<file path="config.mk">
export PLATFORM = sky130hd
export DESIGN_NAME = control_unit_mc
export DESIGN_NICKNAME = d
export VERILOG_FILES = /design/src/rtl/control_unit_mc.sv
export SDC_FILE = /design/constraint.sdc
export NUM_CORES = 1
export LEC_CHECK = 0
export ABC_AREA = 1
export ABC_CLOCK_PERIOD_IN_PS = 3400
export BUFFER_PORTS_ARGS = -buffer_cell sky130_fd_sc_hd__clkbuf_2
export CAP_MARGIN = 20
export CORE_ASPECT_RATIO = 0.75
export CORE_MARGIN = 1.5
export CORE_UTILIZATION = 45
export DETAILED_ROUTE_END_ITERATION = 12
export GPL_TIMING_DRIVEN = 0
export PLACE_DENSITY = 0.71
export SLEW_MARGIN = 20
export SYNTH_ARGS = -nofsm -noshare
export SYNTH_HDL_FRONTEND = slang
export SYNTH_SLANG_ARGS = --single-unit
</file>
<file path="constraint.sdc">
create_clock -name clk -period 3.4 [get_ports clk]
set_clock_uncertainty 0.1 [all_clocks]
set_input_delay 0.34 -clock clk [delete_from_list [all_inputs] [get_ports clk]]
set_output_delay 0.34 -clock clk [all_outputs]
set_load 0.1 [all_outputs]
</file>
<file path="src/rtl/control_unit_mc.sv">
// rtl/control_unit_mc.sv - multicycle RV32I control unit: sequencing FSM with memory handshake
// Strobes are decoded from the state register and forced low while rst_n is asserted.
module control_unit_mc #(
   parameter bit ENABLE_UPPER    = 1'b1,
   parameter bit TRAP_ON_ILLEGAL = 1'b1,
   parameter int CNT_W           = 32
) (
   input  logic             clk,
   input  logic             rst_n,
   input  logic [6:0]       op,
   input  logic [2:0]       funct3,
   input  logic [6:0]       funct7,
   input  logic             mem_ready,
   input  logic             branch_taken,
   output logic             mem_req,
   output logic             mem_write,
   output logic             adr_src,
   output logic             ir_write,
   output logic             pc_write,
   output logic             reg_write,
   output logic [1:0]       alu_src_a,
   output logic [1:0]       alu_src_b,
   output logic [3:0]       alu_control,
   output logic [1:0]       result_src,
   output logic [2:0]       imm_src,
   output logic [2:0]       load_type,
   output logic [1:0]       store_type,
   output logic             illegal,
   output logic [CNT_W-1:0] retired,
   output logic [3:0]       state_o
);
   // JAL and JALR share their final cycle (JALPC); LUI and AUIPC share UPPER, split on op[5].
   typedef enum logic [3:0] {
      S_FETCH = 4'd0, S_DECODE = 4'd1, S_MEMADR = 4'd2, S_MEMREAD = 4'd3,
      S_MEMWB = 4'd4, S_MEMWRITE = 4'd5, S_EXECR = 4'd6, S_EXECI = 4'd7,
      S_ALUWB = 4'd8, S_BRANCH = 4'd9, S_JAL = 4'd10, S_JALPC = 4'd11,
      S_JALR = 4'd12, S_UPPER = 4'd13, S_ILLEGAL = 4'd14, S_TRAP = 4'd15
   } state_t;

   localparam logic [3:0] ALU_ADD = 4'b0000, ALU_SUB = 4'b0001, ALU_SLT = 4'b1000,
                          ALU_SLTU = 4'b1001, ALU_PASSB = 4'b1010;

   state_t            state_q, state_d;
   logic              illegal_q, illegal_d;
   logic [CNT_W-1:0]  retired_q, retired_d;
   logic              retire;
   logic              load_ok, store_ok, branch_ok, r_ok, i_ok;
   logic              mem_req_c, mem_write_c, ir_write_c, pc_write_c, reg_write_c;

   function automatic logic [3:0] alu_fn(input logic [2:0] f3, input logic alt);
      case (f3)
         3'd0:    alu_fn = alt ? ALU_SUB : ALU_ADD;
         3'd1:    alu_fn = 4'b0101;
         3'd2:    alu_fn = ALU_SLT;
         3'd3:    alu_fn = ALU_SLTU;
         3'd4:    alu_fn = 4'b0010;
         3'd5:    alu_fn = alt ? 4'b0111 : 4'b0110;
         3'd6:    alu_fn = 4'b0011;
         default: alu_fn = 4'b0100;
      endcase
   endfunction

   always_comb begin
      load_ok   = !(funct3 == 3'd3 || funct3 == 3'd6 || funct3 == 3'd7);
      store_ok  = (funct3 <= 3'd2);
      branch_ok = !(funct3 == 3'd2 || funct3 == 3'd3);
      r_ok      = (funct7 == 7'h00) || (funct7 == 7'h20 && (funct3 == 3'd0 || funct3 == 3'd5));
      if (funct3 == 3'd1)      i_ok = (funct7 == 7'h00);
      else if (funct3 == 3'd5) i_ok = (funct7 == 7'h00) || (funct7 == 7'h20);
      else                     i_ok = 1'b1;
   end

   always_ff @(posedge clk) begin
      if (!rst_n) begin
         state_q   <= S_FETCH;
         illegal_q <= 1'b0;
         retired_q <= '0;
      end else begin
         state_q   <= state_d;
         illegal_q <= illegal_d;
         retired_q <= retired_d;
      end
   end

   always_comb begin
      state_d = state_q;
      case (state_q)
         S_FETCH:    state_d = mem_ready ? S_DECODE : S_FETCH;
         S_DECODE: begin
            case (op)
               7'b0000011, 7'b0100011: state_d = S_MEMADR;
               7'b0110011:             state_d = S_EXECR;
               7'b0010011:             state_d = S_EXECI;
               7'b1100011:             state_d = S_BRANCH;
               7'b1101111:             state_d = S_JAL;
               7'b1100111:             state_d = S_JALR;
               7'b0110111, 7'b0010111: state_d = ENABLE_UPPER ? S_UPPER : S_ILLEGAL;
               default:                state_d = S_ILLEGAL;
            endcase
         end
         S_MEMADR:   state_d = op[5] ? S_MEMWRITE : S_MEMREAD;
         S_MEMREAD:  state_d = !load_ok ? S_ILLEGAL : (mem_ready ? S_MEMWB : S_MEMREAD);
         S_MEMWRITE: state_d = !store_ok ? S_ILLEGAL : (mem_ready ? S_FETCH : S_MEMWRITE);
         S_EXECR:    state_d = r_ok ? S_ALUWB : S_ILLEGAL;
         S_EXECI:    state_d = i_ok ? S_ALUWB : S_ILLEGAL;
         S_BRANCH:   state_d = branch_ok ? S_FETCH : S_ILLEGAL;
         S_JAL, S_JALR: state_d = S_JALPC;
         S_UPPER:    state_d = S_ALUWB;
         S_ILLEGAL:  state_d = TRAP_ON_ILLEGAL ? S_TRAP : S_FETCH;
         S_TRAP:     state_d = S_TRAP;
         default:    state_d = S_FETCH;
      endcase
   end

   always_comb begin
      mem_req_c   = 1'b0;
      mem_write_c = 1'b0;
      ir_write_c  = 1'b0;
      pc_write_c  = 1'b0;
      reg_write_c = 1'b0;
      retire      = 1'b0;
      adr_src     = 1'b0;
      alu_src_a   = 2'b00;
      alu_src_b   = 2'b00;
      alu_control = ALU_ADD;
      result_src  = 2'b00;
      imm_src     = 3'b000;
      load_type   = 3'b000;
      store_type  = funct3[1:0];
      illegal_d   = illegal_q;
      case (state_q)
         S_FETCH: begin
            mem_req_c  = 1'b1;
            alu_src_b  = 2'b10;
            result_src = 2'b10;
            ir_write_c = mem_ready;
            pc_write_c = mem_ready;
         end
         S_DECODE: begin
            alu_src_a = 2'b01;
            alu_src_b = 2'b01;
            imm_src   = (op == 7'b1101111) ? 3'b100 : 3'b010;
         end
         S_MEMADR: begin
            alu_src_a = 2'b10;
            alu_src_b = 2'b01;
            imm_src   = op[5] ? 3'b001 : 3'b000;
         end
         S_MEMREAD: begin
            mem_req_c = load_ok;
            adr_src   = 1'b1;
            load_type = funct3[2] ? {1'b0, funct3[0], ~funct3[0]} : {1'b0, funct3[1:0]};
         end
         S_MEMWB: begin
            result_src  = 2'b01;
            reg_write_c = 1'b1;
            retire      = 1'b1;
         end
         S_MEMWRITE: begin
            mem_req_c   = store_ok;
            mem_write_c = store_ok;
            adr_src     = 1'b1;
            retire      = store_ok && mem_ready;
         end
         S_EXECR: begin
            alu_src_a   = 2'b10;
            alu_control = alu_fn(funct3, funct7[5]);
         end
         S_EXECI: begin
            alu_src_a   = 2'b10;
            alu_src_b   = 2'b01;
            alu_control = alu_fn(funct3, funct3 == 3'd5 && funct7[5]);
         end
         S_ALUWB: begin
            reg_write_c = 1'b1;
            retire      = 1'b1;
         end
         S_BRANCH: begin
            alu_src_a   = 2'b10;
            alu_control = funct3[2] ? (funct3[1] ? ALU_SLTU : ALU_SLT) : ALU_SUB;
            pc_write_c  = branch_taken && branch_ok;
            retire      = branch_ok;
         end
         S_JAL: begin
            alu_src_a   = 2'b01;
            alu_src_b   = 2'b10;
            result_src  = 2'b10;
            reg_write_c = 1'b1;
         end
         S_JALR: begin
            alu_src_a = 2'b10;
            alu_src_b = 2'b01;
         end
         S_JALPC: begin
            // JALR still owes its link write here; JAL wrote rd in its first cycle.
            alu_src_a   = 2'b01;
            alu_src_b   = 2'b10;
            pc_write_c  = 1'b1;
            reg_write_c = !op[3];
            retire      = 1'b1;
         end
         S_UPPER: begin
            alu_src_a   = 2'b01;
            alu_src_b   = 2'b01;
            imm_src     = 3'b011;
            alu_control = op[5] ? ALU_PASSB : ALU_ADD;
         end
         S_ILLEGAL: illegal_d = 1'b1;
         default: ;
      endcase
      retired_d = retire ? retired_q + CNT_W'(1) : retired_q;
   end

   assign mem_req   = mem_req_c   & rst_n;
   assign mem_write = mem_write_c & rst_n;
   assign ir_write  = ir_write_c  & rst_n;
   assign pc_write  = pc_write_c  & rst_n;
   assign reg_write = reg_write_c & rst_n;
   assign illegal   = illegal_q;
   assign retired   = retired_q;
   assign state_o   = state_q;
endmodule

</file>
==> metrics <==
Core Area 5980 um^2; height of the die 72.2 um; number of DRC markers in iteration 0 299; synthesis-stage register bit count 37; routability cong. 0.923; number of global-route vias before repair 3,133; Crit-path slowest cell dfxtp_1; Max Fclk 372 MHz; Placed Instances 686; Post-DRT Antenna Nets 0; via count 3,602; WHS Path Cells 3; cells on worst reg2reg path 10; first-pass GRT wire length 14.7 mm; total congestion overflow 0; largest stage delay on the critical path 0.53 ns; pin count of the biggest net entering global routing 11; r2r setup slk 1.47 ns; max_cap viols 0; LEAKAGE 1.59 nW; final hold vios 0; leading area contributor after synthesis nand2_1; initial antenna violation count 0; area grow syn2layout 22.4%; worst relative slew slack 52.7%; Routed wire per std cell 13.1 um; Residual DRC 0; Post-DP HPWL 7.29 mm; TritonRoute pass-1 iters 6; Max VDD drop 0.000763 V; synthesized area per cell 5.43 um^2; Filler Cell Count 636; Hold Crit Class in2reg; Detailed Route WL 9.06 mm; CTS resizes 0; Pwr Density 648 nW/um^2; yosys warns 0; Die ar. 6870 um^2; Post-Syn Nets 550; status finished clean; Synth area leaders nand2_1 26%, dfxtp_1 26%, nor2_1 13%; Tmin final 2.69 ns; GRT Total Usage 27.3%; Crit Path Class reg2out; TritonCTS buffer count 5; crit-path max FO 7; CTS tree yes; post-route insts no fill 693; WP data required 2.96 ns; worst-path cell chain nand2_1, nor2_1, inv_1, o21ai_0, o21ai_0, inv_1, clkbuf_2; setup TNS 0 ns; number of antenna diodes 0; PortBufs 80; sequential share of the synthesized area 25.8%; clock buffer depth 2; Reg clk slew, reported paths 0.07 ns; Post-Syn Instances 528; ratio of final minimum period to clock period 79.1%; Final setup viols 0; RSZ-0062 raised after global routing no; Initial Util 48.0%; via-per-instance ratio 5.20; Multi-input gate area 1870 um^2; Root Driver clkbuf_8; Cell variety after synth 34; post-CTS setup buffer count 0; register area 741 um^2; layout cell share with drive strength beyond 1 18.7%; WP data arrival 2.25 ns; Top Ports 82; share of the synthesized area in the top cell type 26.4%; Clock Sinks 37; Post-Syn Area 2870 um^2; worst slew pin tran 0.709 ns; later-pin clock latency in the skew report 0.29 ns; hold_buf cts 0; Layout Nets 637; Slew Viols, Final 0; minimum hold slack 0.238 ns; Startpoint Class flop; Worst Setup End Kind primary output; Die W 95.2 um; Rows 24; H-Tree Depth 2
==> worst max-delay path: cells and delay by family (launching register included) <==
kind / cells / cell delay [ns]
AO/OA/AOI/OAI: 2 / 0.33
buffers and inverters: 3 / 0.70
flip-flops: 1 / 0.53
AND/OR/NAND/NOR: 2 / 0.39
==> state kept, by name (all words and copies together) (netlist names) <==
name / count
state_o: 4
retired: 32
illegal: 1
==> metal layers <==
layer	track usage (%)	vias up	wire length, um
li1	-	1827	-
met1	42.0	1612	4390
met2	39.6	154	3660
met3	5.14	9	948
met4	4.81	0	58
met5	0	-	0
==> layout by cell type, fill, tap and decap left out <==
cell and instances:
o211ai_1 1, nand2_1 202, nand2_2 2, inv_1 60, o311ai_2 1, o221ai_2 1
nand3_2 1, clkbuf_2 80, o21bai_1 1, nor3_1 4, o21ai_1 2, nor3_2 1
xor2_1 6, xnor2_1 2, conb_1 1, a21oi_1 31, o21ai_0 9, inv_2 2
buf_6 2, a221oi_1 1, dfxtp_1 37, nand3_1 24, clkinv_2 1, nor3b_2 1
buf_4 5, or2_2 1, nor2_4 2, clkbuf_1 5, o31ai_4 1, nand3_4 1
a31oi_1 3, a21oi_2 3, nand4_1 9, clkbuf_8 6, nor2_2 2, buf_2 1
ha_1 1, a31oi_2 1, nor2_1 101
==> cells in the mapped netlist <==
master,n
nor2_2,2
xnor2_1,2
nor2_4,1
o221ai_1,1
o21bai_1,1
nand3_2,1
xor2_1,6
clkinv_2,1
nand3_4,1
nand2_2,2
a221oi_1,1
dfxtp_1,37
a31oi_1,4
nor2_1,102
o21ai_0,9
conb_1,1
o211ai_1,1
clkbuf_1,4
buf_6,2
buf_2,1
o21ai_1,2
nor3_1,5
o31ai_1,1
nor3b_2,1
nand2_1,202
inv_2,2
nand3_1,24
a21oi_1,34
nand4_1,9
ha_1,1
o311ai_0,1
inv_1,60
buf_4,5
or2_2,1
==> cell families (layout without fill, tap and decap cells) <==
logic type                 Yosys count  after routing  share of synthesized area, %
other                                1              1                         0.131
and+or+nand+nor                    351            351                          49.7
adders and majority gates            1              1                         0.436
AOI/OAI and AO/OA                   55             55                          10.4
DFF                                 37             37                          25.8
buffers and inverters               75            162                          11.1
xor gates and xnor gates             8              8                          2.44
==> area by class of cell <==
| cell class | count | area share (%) |
|---|---|---|
| buffer | 12 | 2.28 |
| clock buffer | 7 | 2.46 |
| inverter | 63 | 6.77 |
| multi-input combinational | 416 | 53.2 |
| sequential | 37 | 21.1 |
| tap | 78 | 2.78 |
| timing repair buffer | 80 | 11.4 |
==> final timing paths <==
| kind | from | to |
|---|---|---|
| hold reg to reg | illegal | illegal |
| hold / removal | rst_n | retired[4] |
| setup reg to reg | retired[0] | retired[30] |
| setup / recovery | state_o[0] | mem_req |
==> per-stage QoR <==
step           instance area (um^2)  util (%)  total power (W)  setup slack (ns)
4_1_cts                        3510      58.8          0.00227             0.754
3_3_place_gp                   3420      57.3          0.00195              1.07
6_report                       3510      58.8          0.00227             0.711
5_1_grt                        3510      58.8          0.00236             0.589
2_1_floorplan                  2930         -          0.00170            -0.456
3_5_place_dp                   3420      57.3          0.00195              1.07
==> power breakdown <==
part | internal, W | switching, W | leakage (nW)
clock network | 0.000161 | 0.000158 | 0.0443
registers | 0.000456 | 0.0000421 | 0.299
logic | 0.000239 | 0.00122 | 1.25
total | 0.000856 | 0.00142 | 1.59
(Power assumes the default switching activity.)
